==> config.mk <==
export PLATFORM = sky130hd
export DESIGN_NAME = icap_reboot_seq
export DESIGN_NICKNAME = d
export VERILOG_FILES = /design/src/rtl/icap_reboot_seq.sv
export SDC_FILE = /design/constraint.sdc
export NUM_CORES = 1
export LEC_CHECK = 0
export ABC_AREA = 1
export BUFFER_PORTS_ARGS = -buffer_cell sky130_fd_sc_hd__buf_2
export CORE_ASPECT_RATIO = 0.7
export CORE_MARGIN = 4
export CORE_UTILIZATION = 45
export CTS_BUF_LIST = sky130_fd_sc_hd__clkbuf_2
export DETAILED_ROUTE_END_ITERATION = 10
export MAX_ROUTING_LAYER = met4
export PLACE_DENSITY = 0.74
export SKIP_LAST_GASP = 1
export SLEW_MARGIN = 20
export SYNTH_ARGS = -nofsm -noshare
export SYNTH_HDL_FRONTEND = slang
export SYNTH_SLANG_ARGS = --single-unit
==> constraint.sdc <==
create_clock -name clk -period 3.5 [get_ports clk]
set_clock_uncertainty 0.2 [all_clocks]
set_input_delay 0.525 -clock clk [delete_from_list [all_inputs] [get_ports clk]]
set_output_delay 0.525 -clock clk [all_outputs]
set_load 0.01 [all_outputs]
==> src/rtl/icap_reboot_seq.sv <==
// -----------------------------------------------------------------------------
// icap_reboot_seq
//   Multiboot request sequencer for the Spartan-6 ZX-Uno. A raw core-switch
//   request is synchronised and width-filtered; once accepted, the block plays
//   the IPROG command stream into the ICAP_SPARTAN6 write port so the FPGA
//   reloads from the selected SPI flash address. The top level owns the ICAP
//   primitive and wires its CE/WRITE/I pins to the outputs below.
//
//   Build option: define ICAP_BITSWAP_EN to bit-reverse each byte of icap_o
//   (the ordering the ICAP primitive expects). Leave it undefined to see the
//   command words in their documented form, e.g. in simulation or on a logic
//   analyser. Sequencing is identical in both builds.
//
// Ports
//   clk        in   system clock (14 MHz in the top level), rising edge
//   rst_n      in   asynchronous active-low reset
//   reboot_req in   raw request level, asynchronous to clk
//   boot_addr  in   [23:0] multiboot start address, captured on acceptance
//   icap_ce_n  out  ICAP CE, active low
//   icap_we_n  out  ICAP WRITE, active low
//   icap_o     out  [15:0] ICAP data word
//   busy       out  high from acceptance until reset
// -----------------------------------------------------------------------------
module icap_reboot_seq #(
  parameter int          MIN_PULSE     = 4,
  parameter logic [7:0]  SPI_OPCODE    = 8'h0B,
  parameter logic [23:0] FALLBACK_ADDR = 24'h000000
) (
  input  logic        clk,
  input  logic        rst_n,
  input  logic        reboot_req,
  input  logic [23:0] boot_addr,
  output logic        icap_ce_n,
  output logic        icap_we_n,
  output logic [15:0] icap_o,
  output logic        busy
);

  localparam logic [2:0] S_IDLE  = 3'd0;
  localparam logic [2:0] S_SETUP = 3'd1;
  localparam logic [2:0] S_SEND  = 3'd2;
  localparam logic [2:0] S_CLOSE = 3'd3;
  localparam logic [2:0] S_DONE  = 3'd4;

  localparam logic [3:0] MIN_CNT  = 4'(MIN_PULSE);
  localparam logic [3:0] LAST_IDX = 4'd13;

  logic        req_m;
  logic        req_s;
  logic [3:0]  flt_cnt;
  logic [2:0]  state;
  logic [3:0]  word_idx;
  logic [23:0] addr_r;
  logic        accept;
  logic [15:0] word;
  logic [15:0] send_word;

  // The counter holds MIN_CNT-1 while the MIN_PULSE-th synchronised high is
  // being presented, so acceptance fires exactly once per qualifying pulse;
  // saturation then blocks a second acceptance until req_s drops.
  assign accept = (state == S_IDLE) && req_s && (flt_cnt == MIN_CNT - 4'd1);

  // NOTE: all state lives in one async-reset block using non-blocking
  // assignments, so every flop samples pre-edge values and reset acts at once.
  always_ff @(posedge clk or negedge rst_n) begin
    if (!rst_n) begin
      req_m    <= 1'b0;
      req_s    <= 1'b0;
      flt_cnt  <= 4'd0;
      state    <= S_IDLE;
      word_idx <= 4'd0;
      addr_r   <= 24'h000000;
    end else begin
      req_m <= reboot_req;
      req_s <= req_m;

      // Filter only runs in IDLE; requests seen later are discarded.
      if (state != S_IDLE || !req_s) begin
        flt_cnt <= 4'd0;
      end else if (flt_cnt != MIN_CNT) begin
        flt_cnt <= flt_cnt + 4'd1;
      end

      case (state)
        S_IDLE: begin
          if (accept) begin
            addr_r <= boot_addr;
            state  <= S_SETUP;
          end
        end
        S_SETUP: begin
          word_idx <= 4'd0;
          state    <= S_SEND;
        end
        S_SEND: begin
          if (word_idx == LAST_IDX) begin
            word_idx <= 4'd0;
            state    <= S_CLOSE;
          end else begin
            word_idx <= word_idx + 4'd1;
          end
        end
        S_CLOSE: state <= S_DONE;
        S_DONE:  state <= S_DONE;  // terminal: the FPGA reconfigures
        default: state <= S_IDLE;
      endcase
    end
  end

  // IPROG command stream: sync, then GENERAL1..4 (multiboot and fallback
  // addresses with the flash read opcode), then CMD=IPROG and a NOOP.
  // NOTE: every combinational output gets a default before the case, so no
  // path leaves a signal unassigned and no latch is inferred.
  always_comb begin
    word = 16'hFFFF;
    case (word_idx)
      4'd0:    word = 16'hFFFF;
      4'd1:    word = 16'hAA99;
      4'd2:    word = 16'h5566;
      4'd3:    word = 16'h3261;
      4'd4:    word = addr_r[15:0];
      4'd5:    word = 16'h3281;
      4'd6:    word = {SPI_OPCODE, addr_r[23:16]};
      4'd7:    word = 16'h32A1;
      4'd8:    word = FALLBACK_ADDR[15:0];
      4'd9:    word = 16'h32C1;
      4'd10:   word = {SPI_OPCODE, FALLBACK_ADDR[23:16]};
      4'd11:   word = 16'h30A1;
      4'd12:   word = 16'h000E;
      4'd13:   word = 16'h2000;
      default: word = 16'hFFFF;
    endcase
  end

`ifdef ICAP_BITSWAP_EN
  function automatic logic [7:0] rev8(input logic [7:0] b);
    logic [7:0] r;
    for (int i = 0; i < 8; i++) r[i] = b[7-i];
    return r;
  endfunction

  assign send_word = {rev8(word[15:8]), rev8(word[7:0])};
`else
  assign send_word = word;
`endif

  // Write enable leads chip enable by one cycle and trails it by one cycle.
  always_comb begin
    icap_ce_n = 1'b1;
    icap_we_n = 1'b1;
    icap_o    = 16'hFFFF;
    case (state)
      S_SETUP: icap_we_n = 1'b0;
      S_SEND: begin
        icap_ce_n = 1'b0;
        icap_we_n = 1'b0;
        icap_o    = send_word;
      end
      S_CLOSE: icap_we_n = 1'b0;
      default: ;
    endcase
  end

  assign busy = (state != S_IDLE);

endmodule

==> metrics.csv <==
metric,value,unit
met3_length,381,um
dp_hpwl,3546,um
design.core.area,4089,um2
synth_cells,270,
final_area,2300,um2
synth_cell_types,24,
min_path_type,primary input to async pin,
hold_viol,4,
max_freq,378.5,MHz
cts_made_buffers,5,
areaGrowthSynthToFinish,15.45,%
path_class,flop to output port,
clkSinkCount,37,
syn_area,1992,um2
grt.overflow.total,0,
cp_max_fo,8,
cts_resized,0,
synthesis.nets,299,
final_util,0.5624,
muxShareOfSynthArea,0,
clk_pin_slew,0.19,ns
synth_compound_area_frac,0.09736,
drc,0,
arrival,1.92,ns
layout_min_cycle_time,2.642,ns
start_util,0.4871,
r2r.worst_path.cells,6,
synth_top_family_by_area,simple AND/OR/NAND/NOR gates,
drive_gt1_frac,0.2057,
synthXorXnorAreaFrac,0.008794,
violations,negative hold slack,
syn_area_per_cell,7.377,um2
rsz0062_at_grt,no,
peakVddDrop,0.0003974,V
placed_cells,359,
critPathLaunchType,flop,
yosysSeqAreaShare,0.4648,
port_buffers,45,
dr.max_layer_used,met4,
root_buffer,clkbuf_2,
antenna_found_initial,0,
hold_slack,-0.001163,ns
fp.dieW,87.52,um
clockBufferDepth,2,
grt_pass1_vias,1601,
cp_slowest_cell,dfrtp_1,
setup_violations,0,
vias_per_cell,5.084,
core.rowCount,19,
clk_latency,0.38,ns
place_area,2221,um2
outcome,"complete, but fails checks",
leakagePower,0.9980,nW
final_cells,368,
nNetsFinal,344,
wl_met2,1996,um
die-area,5572,um2
slew_headroom,0.4581,
wl,4769,um
drt_iter0_markers,152,
grt_pass1_wl,7755,um
synth-seq-cells,37,
wl_per_cell,12.96,um
worst_slew_pin_slew,0.8129,ns
finalWeightedCongestion,0.9527,
crit_chain,nor2_1 -> nand2_1 -> nand2_1 -> nor2_1 -> nand3_1 -> buf_2,
period_share,0.7549,
pre_cts_ws,1.335,ns
grt_usage,0.1810,
die_h,63.67,um
endpoint_kind,output port,
grt_max_degree,38,
h-tree-depth,2,
p_per_area,710.2,nW/um2
slowest_delay,0.52,ns
num_vias,1871,
synth-simple-area-share,0.3492,
yosysWarnings,0,
fin_ws,0.8580,ns
synthAdderAreaFrac,0.01256,
wl_met1,2371,um
num_antenna_cells,0,
final_max_slew_viol_count,0,
setup_tns,0,ns
ant_nets,0,
cts_tree,done,
required,2.77,ns
io_pins,46,
firstDrtPassIters,4,
drv_cap,0,
[layout make-up]
| cell class | count | area [um2] |
|---|---|---|
| clock inverters | 2 | 38.79 |
| fillers | 404 | 1789 |
| well taps | 52 | 65.06 |
| inverters | 17 | 65.06 |
| clock buffers | 6 | 30.03 |
| flip-flops and latches | 37 | 925.9 |
| repair buffers | 47 | 242.7 |
| multi-input cells | 207 | 932.1 |
[where the power goes]
group          switching (mW)  leakage [nW]  internal (mW)
logic                   0.455         0.553          0.220
registers               0.110         0.402          0.580
clock network           0.144        0.0432          0.125
total                   0.708         0.998          0.925
[path summary, 6_finish.rpt]
check	from	endpoint	slack (ns)
min in group clk	boot_addr[18]	addr_r[18]	0.12
max	word_idx[2]	icap_o[11]	0.86
max reg2reg	flt_cnt[0]	addr_r[3]	1.57
min reg2reg	req_m	req_s	0.19
max in group asynchronous	rst_n	word_idx[0]	2.59
min	rst_n	addr_r[21]	-0.001
[synthesized netlist by cell type]
| cell type | number | area (um2) |
|---|---|---|
| clkbuf_2 | 3 | 15.01 |
| dfrtp_1 | 37 | 925.9 |
| inv_1 | 14 | 52.55 |
| ha_1 | 2 | 25.02 |
| xor2_1 | 1 | 8.760 |
| nand3_1 | 21 | 105.1 |
| clkinv_2 | 1 | 5.000 |
| buf_2 | 1 | 5.000 |
| inv_2 | 2 | 7.510 |
| a21boi_0 | 1 | 7.510 |
| nand4_1 | 2 | 12.51 |
| clkbuf_1 | 1 | 3.750 |
| a21oi_1 | 6 | 30.03 |
| nand2_4 | 1 | 11.26 |
| nand2_2 | 3 | 18.77 |
| nand2_1 | 113 | 424.2 |
| buf_6 | 4 | 45.04 |
| nand3_2 | 1 | 10.01 |
| o21ai_0 | 30 | 150.1 |
| nor2_1 | 20 | 75.07 |
| nor3_1 | 1 | 5.000 |
| o22ai_1 | 1 | 6.260 |
| nor2_4 | 3 | 33.78 |
| xnor2_1 | 1 | 8.760 |
[registers in the layout (all words and copies together) (netlist names)]
register	flops
flt_cnt	4
req_s	1
state	3
word_idx	4
addr_r	24
req_m	1
[worst max-delay path, delay by kind of cell, from the launching register on]
family,cells,cell delay (ns)
buffers and inverters,1,0.17
and+or+nand+nor,5,0.85
DFF,1,0.52
[layout by cell type, fill, tap and decap left out, types with 3 or more instances in the layout]
| cell | synthesis | layout |
|---|---|---|
| a21oi_1 | 6 | 6 |
| nand2_1 | 113 | 113 |
| nor2_4 | 3 | 3 |
| o21ai_0 | 30 | 30 |
| buf_2 | 1 | 45 |
| dfrtp_1 | 37 | 37 |
| nand3_1 | 21 | 21 |
| inv_1 | 14 | 14 |
| nand2_2 | 3 | 3 |
| nor2_1 | 20 | 20 |
| clkbuf_2 | 3 | 6 |
[metrics by stage]
stage	hold WS [ns]	power [mW]
finish	-0.001163	1.633
global route	0.03393	1.784
CTS	0.01092	1.636
detailed placement	0.1511	1.365
global placement	0.1465	1.356
floorplan	0.02941	1.167
[layer usage]
metal / global-route usage / up-vias
met5: - / -
met4: 0.02490 / 0
met3: 0.04948 / 4
met2: 0.2359 / 68
met1: 0.2819 / 849
li1: - / 950
[cells by family after synthesis]
family	after synthesis
buffers and inverters	26
AND/OR/NAND/NOR	165
flip-flops	37
XOR/XNOR	2
adder cells (fa/ha/maj)	2
AO/OA/AOI/OAI	38
[timing repair]
item,4_1_cts,5_1_grt
hold endpoints to repair,0,1
hold buffers,0,1
setup buffers,0,0
No activity file was read; power rests on OpenSTA's default activity.
